[config.mk]
export PLATFORM = sky130hd
export DESIGN_NAME = pu_msp430_wakeup_ctrl
export DESIGN_NICKNAME = d
export VERILOG_FILES = /design/src/rtl/pu_msp430_pkg.sv /design/src/rtl/pu_msp430_sync_cell.sv /design/src/rtl/pu_msp430_wakeup_ctrl.sv
export SDC_FILE = /design/constraint.sdc
export NUM_CORES = 1
export LEC_CHECK = 0
export ABC_CLOCK_PERIOD_IN_PS = 2350
export CAP_MARGIN = 5
export CORE_UTILIZATION = 40
export DETAILED_ROUTE_END_ITERATION = 7
export PLACE_DENSITY = 0.75
export SYNTH_ARGS = -nofsm -noshare
export SYNTH_HDL_FRONTEND = slang
export SYNTH_SLANG_ARGS = --single-unit
[constraint.sdc]
create_clock -name mclk -period 2.35 [get_ports mclk]
set_input_delay 0.3525 -clock mclk [delete_from_list [all_inputs] [get_ports mclk]]
set_output_delay 0.3525 -clock mclk [all_outputs]
set_load 0.005 [all_outputs]
[src/rtl/pu_msp430_pkg.sv]
// Shared types and constants for the MSP430 power-unit wakeup path.
package pu_msp430_pkg;

   localparam int WKUP_CNT_W   = 8;
   localparam int WKUP_CLR_MIN = 2;

   typedef enum logic [1:0] {
      IDLE,
      STAB,
      REQ,
      CLEAR
   } wkup_state_t;

endpackage

[src/rtl/pu_msp430_sync_cell.sv]
// Two-flop synchroniser with asynchronous active-low reset; reusable for any
// single-bit level crossing into the clk domain.
module pu_msp430_sync_cell (
   input  logic clk,
   input  logic rst_n,
   input  logic d,
   output logic q
);

   logic meta;

   // NOTE: sequential state uses non-blocking assignments so both stages
   // sample the pre-edge values and the chain really is two flops deep.
   always_ff @(posedge clk or negedge rst_n) begin
      if (!rst_n) begin
         meta <= 1'b0;
         q    <= 1'b0;
      end else begin
         meta <= d;
         q    <= meta;
      end
   end

endmodule

[src/rtl/pu_msp430_wakeup_ctrl.sv]
// Wakeup controller: synchronises the wakeup latch, restarts clocks, handshakes
// with the frontend and clears the latch. Optional counter: PU_MSP430_WKUP_CNT_EN.
module pu_msp430_wakeup_ctrl
   import pu_msp430_pkg::*;
#(
   parameter int unsigned STAB_CYCLES = 4
) (
   input  logic                  mclk,
   input  logic                  reset_n,
   input  logic                  wkup_async,
   input  logic                  wkup_ack,
   input  logic                  cnt_clr,
   output logic                  wkup_clear,
   output logic                  clk_restart,
   output logic                  wkup_req,
   output logic                  busy,
   output logic [WKUP_CNT_W-1:0] wkup_cnt
);

   localparam logic [WKUP_CNT_W-1:0] STAB_LOAD = WKUP_CNT_W'(STAB_CYCLES - 1);
   localparam logic [WKUP_CNT_W-1:0] CLR_LOAD  = WKUP_CNT_W'(WKUP_CLR_MIN - 1);

   wkup_state_t           state, state_nxt;
   logic [WKUP_CNT_W-1:0] tmr, tmr_nxt;
   logic                  wkup_sync;
   logic                  start;

   pu_msp430_sync_cell u_sync (
      .clk   (mclk),
      .rst_n (reset_n),
      .d     (wkup_async),
      .q     (wkup_sync)
   );

   assign start = (state == IDLE) && wkup_sync;

   // One down-counter serves both the stabilisation window and the minimum
   // CLEAR hold, since the two phases never overlap.
   // NOTE: every combinational output gets a default first so no path can
   // infer a latch.
   always_comb begin
      state_nxt = state;
      tmr_nxt   = tmr;
      unique case (state)
         IDLE: begin
            if (wkup_sync) begin
               state_nxt = STAB;
               tmr_nxt   = STAB_LOAD;
            end
         end
         STAB: begin
            if (tmr == '0) state_nxt = REQ;
            else           tmr_nxt   = tmr - 1'b1;
         end
         REQ: begin
            if (wkup_ack) begin
               state_nxt = CLEAR;
               tmr_nxt   = CLR_LOAD;
            end
         end
         CLEAR: begin
            if (tmr != '0)      tmr_nxt   = tmr - 1'b1;
            else if (!wkup_sync) state_nxt = IDLE;
         end
         default: state_nxt = IDLE;
      endcase
   end

   // Outputs are flopped from the next state so they track the state register
   // exactly and cannot glitch.
   always_ff @(posedge mclk or negedge reset_n) begin
      if (!reset_n) begin
         state       <= IDLE;
         tmr         <= '0;
         wkup_clear  <= 1'b0;
         clk_restart <= 1'b0;
         wkup_req    <= 1'b0;
         busy        <= 1'b0;
      end else begin
         state       <= state_nxt;
         tmr         <= tmr_nxt;
         wkup_clear  <= (state_nxt == CLEAR);
         clk_restart <= (state_nxt == STAB) || (state_nxt == REQ);
         wkup_req    <= (state_nxt == REQ);
         busy        <= (state_nxt != IDLE);
      end
   end

`ifdef PU_MSP430_WKUP_CNT_EN
   logic [WKUP_CNT_W-1:0] cnt;

   always_ff @(posedge mclk or negedge reset_n) begin
      if (!reset_n)                    cnt <= '0;
      else if (cnt_clr)                cnt <= '0;
      else if (start && (cnt != '1))   cnt <= cnt + 1'b1;
   end

   assign wkup_cnt = cnt;
`else
   logic unused_cnt;

   assign unused_cnt = cnt_clr ^ start;
   assign wkup_cnt   = '0;
`endif

endmodule

Word level (Yosys, flattened, before mapping)
Index checks and enable logic that the tools add are counted.
{ "word_totals": {"register_bits": 16, "inputBits": 5, "out_inout_bits": 12, "word_cells": 36} }
{ "op_classes": {"addsub": 1, "eq_ne": 10, "mux": 11, "reduce_logical": 6} }
{ "ops": {"columns": ["operator", "n"], "rows": [
  ["$mux W8", 4],
  ["$pmux W8 S4", 1],
  ["$mux W2", 5],
  ["$eq A2 B2 Y1 const B", 4],
  ["$logic_not A8 Y1", 1],
  ["$pmux W2 S4", 1],
  ["$reduce_bool A8 Y1", 1],
  ["$sub A8 B1 Y8 const B", 1],
  ["$ne A2 B2 Y1 const B", 3],
  ["$eq A2 B1 Y1 const B", 2],
  ["$reduce_and A4 Y1", 1],
  ["$logic_not A2 Y1", 1],
  ["$ne A2 B1 Y1 const B", 1],
  ["$reduce_bool A2 Y1", 1],
  ["$logic_or A1 B1 Y1", 1]
]} }

Depth between registers and ports, before layout
Gate-level depths: netlist (run 1).
{ "depth": {"depth_word": 5, "ltp_mapped": 8, "depth_no_buf": 8} }

Modules after synthesis
A second synthesis (run 1) with hierarchy kept.
{ "unflattened": {"cells_unflattened": 84, "area_unflattened_um2": 833.3} }
{ "by_module_without_submodules": {"columns": ["mod", "instances", "cells_per_inst", "area_per_inst_um2", "seq_area_each_um2"], "rows": [
  ["pu_msp430_wakeup_ctrl", 1, 82, 783.3, 350.3],
  ["pu_msp430_sync_cell", 1, 2, 50.0, 50.0]
]} }

Least setup slack after synthesis (run 1)
OpenSTA, ideal clock, no wires.
{ "synth_path": {"kind": "reg-to-reg", "from": "register tmr[0]", "to": "register clk_restart", "setup_time_ns": 0.113, "arrival_time_ns": 1.849, "required_time_ns": 2.237, "slack_ns": 0.389, "path_stages_with_launch": 9, "path_buffers": 0, "period_less_slack_ns": 1.961, "cell_sequence": "dfrtp_1 -> inv_1 -> ha_1 -> nor3b_1 -> nand2_1 -> nor2_4 -> mux2_2 -> ha_1 -> inv_1"} }
{ "synth_between": {"elab_chain_len": 5, "elab_cells_between_ends": 8, "cone_classes": "2 x eq/ne; 3 x mux; 3 x reduce/logical"} }
{ "synth_rtl": {"columns": ["item", "line", "source"], "rows": [
  ["from (decl)", "pu_msp430_wakeup_ctrl.sv:24", "logic [WKUP_CNT_W-1:0] tmr, tmr_nxt;"],
  ["from (signal assigned)", "pu_msp430_wakeup_ctrl.sv:81", "tmr <= tmr_nxt;"],
  ["$reduce_bool A8 Y1 or $logic_not A8 Y1 (tied branches)", "pu_msp430_wakeup_ctrl.sv:62, pu_msp430_wakeup_ctrl.sv:52", null],
  ["$mux W2 (on tied branches)", "pu_msp430_wakeup_ctrl.sv:62, pu_msp430_wakeup_ctrl.sv:52", null],
  ["$pmux W2 S4 *", "pu_msp430_wakeup_ctrl.sv:44", "unique case (state)"],
  ["$eq A2 B1 Y1 or $eq A2 B2 Y1 (tied branches)", "pu_msp430_wakeup_ctrl.sv:83", "clk_restart <= (state_nxt == STAB) || (state_nxt == REQ);"],
  ["$logic_or A1 B1 Y1 *", "pu_msp430_wakeup_ctrl.sv:83", null],
  ["to (signal assigned)", "pu_msp430_wakeup_ctrl.sv:83", null],
  ["to (decl)", "pu_msp430_wakeup_ctrl.sv:14", "output logic clk_restart,"]
]} }
Mark *: on every way between the ends. The rest lies on a longest branch, timed or not.
A chain may end at the register's enable or synchronous reset.

Worst setup path in the final report (run 1)
Ends and elaborated chain as after synthesis.

==> impl_metrics.env, run 1 <==
export IMPL_grt_use_total=0.135
export IMPL_tns_ns=0
export IMPL_grt_pass1_vias=557
export IMPL_cts_made_buffers=3
export IMPL_rsz0062_at_grt="no"
export IMPL_routed_wl_met2_um=744
export IMPL_die_y_um=49.3
export IMPL_gp_congestion=0.862
export IMPL_synthesis_area_um2=893
export IMPL_arrival_ns=2.31
export IMPL_finalSetupViolCount=0
export IMPL_hold_violations=0
export IMPL_synth_seq_area_share=0.448
export IMPL_ir_drop_mv=0.288
export IMPL_vias_per_cell=5.12
export IMPL_io_buffers=7
export IMPL_fillers=190
export IMPL_finalCriticalPeriod_ns=2.12
export IMPL_stdcell_count=123
export IMPL_synth_top_area_frac=0.448
export IMPL_area_growth_pct=11.6
export IMPL_synthTopCellsByArea="dfrtp_1 45%, buf_4 6.7%, ha_1 5.6%, mux2_2 5.0%, inv_1 2.9%"
export IMPL_cts_max_path_buffers=2
export IMPL_grt_pass1_wl_um=2480
export IMPL_drt_iter0_markers=10
export IMPL_cts_clk_slew_worst_paths_ns=0.09
export IMPL_holdCritPathClass="reg2reg"
export IMPL_dp_cells=119
export IMPL_ys_warnings_count=0
export IMPL_drc=0
export IMPL_end_kind="flip-flop"
export IMPL_synth_cells=88
export IMPL_synth_ff_type="dfrtp_1"
export IMPL_maxCapViolations=0
export IMPL_min_from="u_sync.meta"
export IMPL_tightestPinTransition_ns=0.805
export IMPL_hold_end="u_sync.q"
export IMPL_yosys_area_top_type="dfrtp_1"
export IMPL_power_density_nw_per_um2=474
export IMPL_relSlewSlack=0.458
export IMPL_synthArstFlopShare=1.00
export IMPL_start_kind="flip-flop"
export IMPL_start_util=0.442
export IMPL_die_x_um=49.3
export IMPL_dr_total_vias=630
export IMPL_fin_util=0.493
export IMPL_antenna_left=0
export IMPL_drt_wl_total_um=1470
export IMPL_dieArea_um2=2430
export IMPL_synth_ff_latch_count=16
export IMPL_status="finished clean"
export IMPL_cp_required_ns=2.54
export IMPL_layout_commonest_cell="dfrtp_1"
export IMPL_finalCritPeriodShare=0.904
export IMPL_met3_length_um=72
export IMPL_ioPinCount=17
export IMPL_dp_hpwl_um=1060
export IMPL_drv_slew=0
export IMPL_grt_overflow=0
export IMPL_wl_per_cell_um=12.0
export IMPL_cts_sinks=16
export IMPL_final_layout_size_suffix_gt1_frac=0.146
export IMPL_worstSetupPathType="reg2reg"
export IMPL_grt_start_max_net_pins=17
export IMPL_antennaDiodeCount=0
export IMPL_root_buffer="clkbuf_4"
export IMPL_highest_layer="met4"
export IMPL_synth_edf_count=0
export IMPL_final_cell_mix="16 x dfrtp_1, 8 x conb_1, 7 x inv_1, 7 x clkdlybuf4s50_1, 6 x nand2_1"
export IMPL_r2r_slack_ns=0.23
export IMPL_num_rows=16
export IMPL_htreeDepth=1
export IMPL_reg2reg_depth=8
export IMPL_r2r_end="clk_restart"
export IMPL_drt_pass1_iterations=4
export IMPL_crit_fanout=7
export IMPL_syn_avg_cell_area_um2=10.2
export IMPL_layout_nets=106
export IMPL_core_um2=2020
export IMPL_insertion_delay_ns=0.28
export IMPL_synth_cell_types=34
export IMPL_wl_met1_um=643
export IMPL_fmax_ghz=0.471
export IMPL_cts_tree="done"
export IMPL_antenna_found_initial=0
export IMPL_skew_ns=0.00136
export IMPL_leakage_nw=0.394
export IMPL_reg2reg_from="tmr[0]"
export IMPL_hold_path_depth=0
-- per-stage QoR --
step	setup WS, ns	power, mW	hold WS [ns]	instance area, µm²
after floorplan	0.389	0.297	0.0569	920
after global placement	0.209	0.298	0.345	956
after detailed placement	0.172	0.299	0.339	956
after CTS	0.162	0.479	0.369	992
after global routing	0.0906	0.493	0.372	997
final	0.226	0.473	0.366	997
-- cells in the mapped netlist (2+ instances only) --
cell / instances
nand4_1: 2
nand2_1: 6
clkbuf_1: 2
ha_1: 4
nor2_1: 5
mux2i_1: 2
o21ai_1: 2
nor4_1: 2
a21boi_0: 3
buf_4: 8
mux2_2: 4
o21ai_0: 5
dfrtp_1: 16
inv_1: 7
-- worst max-delay path: stages (launching register included) --
cell     delay [ns]
dfrtp_1        0.40
inv_1          0.09
ha_1           0.30
nor3b_2        0.23
nand2_1        0.16
nor2_4         0.18
mux2_2         0.37
ha_1           0.27
inv_1          0.03
-- cells by family (layout without fill, tap and decap cells) --
kind of cell,count (synthesis),after routing,share of synthesized area
compound gates,19,19,0.153
buf+inv,17,18,0.105
flops,16,16,0.448
fa+ha+maj,4,4,0.0560
other cells,1,8,0.00420
mux,6,6,0.0728
simple gates,25,25,0.161
-- layout make-up --
type | count | area (µm²) | area share
Tap cell | 27 | 33.8 | 0.0339
Clock buffer | 4 | 36.3 | 0.0364
Sequential cell | 16 | 400 | 0.402
Multi-Input combinational cell | 62 | 430 | 0.432
Inverter | 7 | 26.3 | 0.0263
Timing Repair Buffer | 7 | 70.1 | 0.0703
-- layer usage --
layer,up-vias,track usage
met4,0,0.0392
met2,17,0.210
met5,-,0
li1,307,-
met3,2,0.0467
met1,304,0.175
-- power breakdown --
| part | internal (mW) | leakage, nW | switching (mW) |
|---|---|---|---|
| combinational | 0.00541 | 0.190 | 0.00950 |
| clock | 0.0943 | 0.0210 | 0.0858 |
| sequential | 0.277 | 0.184 | 0.00105 |
| total | 0.377 | 0.394 | 0.0963 |
-- registers in the layout (all words and copies together) (netlist names) --
register	count
state	2
u_sync.meta	1
busy	1
wkup_clear	1
wkup_req	1
u_sync.q	1
clk_restart	1
tmr	8
-- what timing repair did --
item | CTS | global route
setup endpoints to repair | 0 | 1
buffers inserted | 0 | 0
resized for setup | 0 | 1
hold buffers | 0 | 0
-- worst max-delay path by stage --
stage / slack [ns] / startpoint / to / cells after the start
floorplan: 0.39 / tmr[0] / clk_restart / 8
global placement: 0.21 / tmr[0] / clk_restart / 8
detailed placement: 0.17 / tmr[0] / clk_restart / 8
CTS: 0.16 / tmr[0] / clk_restart / 8
global route: 0.09 / tmr[0] / clk_restart / 8
finish: 0.23 / tmr[0] / clk_restart / 8
Power figures use the tool's default switching activity.
==> inputs of run 2 (changes only) <==
Settings changed: CORE_MARGIN set to 2.
==> run 2 against run 1 <==
Setup slack worse by 0.041 ns. Critical path type unchanged. Fmax down 1.9%. Combinational power is essentially flat. Via count fell by 2.7%. Routed wire length is 0.27% lower. Critical endpoint unchanged. Global-route usage shrank 1.2 points. Register-to-register slack got worse by 0.04 ns. Clock skew increased by 0.0021 ns. Largest power group unchanged.
==> impl_metrics.env, run 2 (same netlist as run 1, synthesis figures left out) <==
export IMPL_gp_congestion=0.849
export IMPL_io_buffers=7
export IMPL_met3_usage=0.0175
export IMPL_finalCritPeriodShare=0.921
export IMPL_cp_slowest_cell="dfrtp_1"
export IMPL_largest_reg_flops=8
export IMPL_rsz0062_at_grt="no"
export IMPL_worstSetupPathType="reg2reg"
export IMPL_layout_commonest_cell="dfrtp_1"
export IMPL_leakage_nw=0.387
export IMPL_dp_cells=120
export IMPL_post_cts_buffers=0
export IMPL_die_y_um=51.3
export IMPL_htreeDepth=1
export IMPL_dieArea_um2=2630
export IMPL_drt_pass1_iterations=4
export IMPL_layout_nets=106
export IMPL_cts_sinks=16
export IMPL_hold_violations=0
export IMPL_area_growth_pct=10.2
export IMPL_antenna_found_initial=0
export IMPL_drc=0
export IMPL_vias_per_cell=4.98
export IMPL_status="finished clean"
export IMPL_grt_use_total=0.123
export IMPL_drt_iter0_markers=17
export IMPL_power_density_nw_per_um2=438
export IMPL_num_rows=17
export IMPL_die_x_um=51.3
export IMPL_grt_start_max_net_pins=17
export IMPL_finalCriticalPeriod_ns=2.16
export IMPL_worstPathCellList="inv_1 -> ha_1 -> nor3b_2 -> nand2_1 -> nor2_4 -> mux2_2 -> ha_1 -> inv_1"
export IMPL_drt_wl_total_um=1470
export IMPL_cts_hold_buf=0
export IMPL_grt_pass1_vias=564
export IMPL_grt_overflow=0
export IMPL_finalSetupViolCount=0
export IMPL_critPathMaxStageDelay_ns=0.40
export IMPL_skew_ns=0.00348
export IMPL_fmax_ghz=0.462
export IMPL_tns_ns=0
export IMPL_use_met1=0.160
export IMPL_drv_slew=0
export IMPL_core_um2=2170
export IMPL_holdCritPathClass="reg2reg"
export IMPL_tightestPinTransition_ns=0.779
export IMPL_regMostFlops="tmr"
export IMPL_grt_pass1_wl_um=2450
export IMPL_cts_clk_slew_worst_paths_ns=0.09
export IMPL_cts_resized=0
export IMPL_ir_drop_mv=0.319
export IMPL_cts_max_path_buffers=2
export IMPL_end_kind="flip-flop"
export IMPL_final_layout_size_suffix_gt1_frac=0.137
export IMPL_cp_required_ns=2.53
export IMPL_relSlewSlack=0.476
export IMPL_start_util=0.412
export IMPL_grtUsageMet2=0.203
export IMPL_antennaDiodeCount=0
export IMPL_crit_fanout=7
export IMPL_top_regs="tmr x8, state x2"
export IMPL_wl_per_cell_um=11.9
export IMPL_insertion_delay_ns=0.28
export IMPL_root_buffer="clkbuf_4"
export IMPL_dr_total_vias=613
export IMPL_arrival_ns=2.35
export IMPL_busiest_layer="met2"
export IMPL_start_kind="flip-flop"
export IMPL_ioPinCount=17
export IMPL_final_cell_mix="16 x dfrtp_1, 8 x conb_1, 7 x inv_1, 7 x clkdlybuf4s50_1, 6 x nand2_1"
export IMPL_maxCapViolations=0
export IMPL_dp_hpwl_um=1050
export IMPL_antenna_left=0
export IMPL_cts_made_buffers=3
export IMPL_cts_tree="done"
export IMPL_stdcell_count=123
## run 2: power by group
| part | switching (mW) | total (mW) | leakage [nW] | internal (mW) |
|---|---|---|---|---|
| logic | 0.00942 | 0.0148 | 0.190 | 0.00539 |
| registers | 0.00116 | 0.278 | 0.184 | 0.277 |
| clock network | 0.0789 | 0.138 | 0.0138 | 0.0593 |
## run 2: layer usage
| layer | vias to the layer above | routed length (µm) |
|---|---|---|
| met1 | 284 | 648 |
| met2 | 17 | 723 |
| met4 | 0 | 39 |
| met3 | 6 | 54 |
| met5 | - | 0 |
| li1 | 306 | - |
## run 2: worst paths after layout
| check | to | slack (ns) | cells after the start | from |
|---|---|---|---|---|
| setup reg to reg | clk_restart | 0.19 | 8 | tmr[0] |
| hold reg to reg | u_sync.q | 0.37 | 0 | u_sync.meta |
| min in group asynchronous | tmr[7] | 0.49 | 1 | reset_n |
| setup / recovery | clk_restart | 0.19 | 8 | tmr[0] |
| max in group asynchronous | tmr[2] | 1.42 | 1 | reset_n |
| hold / removal | u_sync.q | 0.37 | 0 | u_sync.meta |
## run 2: metrics by stage
stage | total power, mW | utilization | worst slack, ns | hold slack [ns] | cell area, µm²
2_1_floorplan | 0.297 | - | 0.389 | 0.0569 | 920
3_3_place_gp | 0.298 | 0.441 | 0.204 | 0.340 | 957
3_5_place_dp | 0.298 | 0.441 | 0.167 | 0.342 | 957
4_1_cts | 0.436 | 0.452 | 0.151 | 0.370 | 980
5_1_grt | 0.447 | 0.454 | 0.0473 | 0.385 | 985
6_report | 0.431 | 0.454 | 0.185 | 0.367 | 985
## run 2: critical path: cells and delay by family (launching register included)
family        cells  cell delay, ns
simple gates      3            0.61
buf+inv           2            0.12
mux               1            0.37
fa+ha+maj         2            0.56
flops             1            0.40
## run 2: final cells by class
cell class	count	area, µm²
fillers	214	1180
flip-flops and latches	16	400
well taps	28	35.0
clock buffers	3	22.5
repair buffers	7	70.1
multi-input cells	62	430
inverters	7	26.3
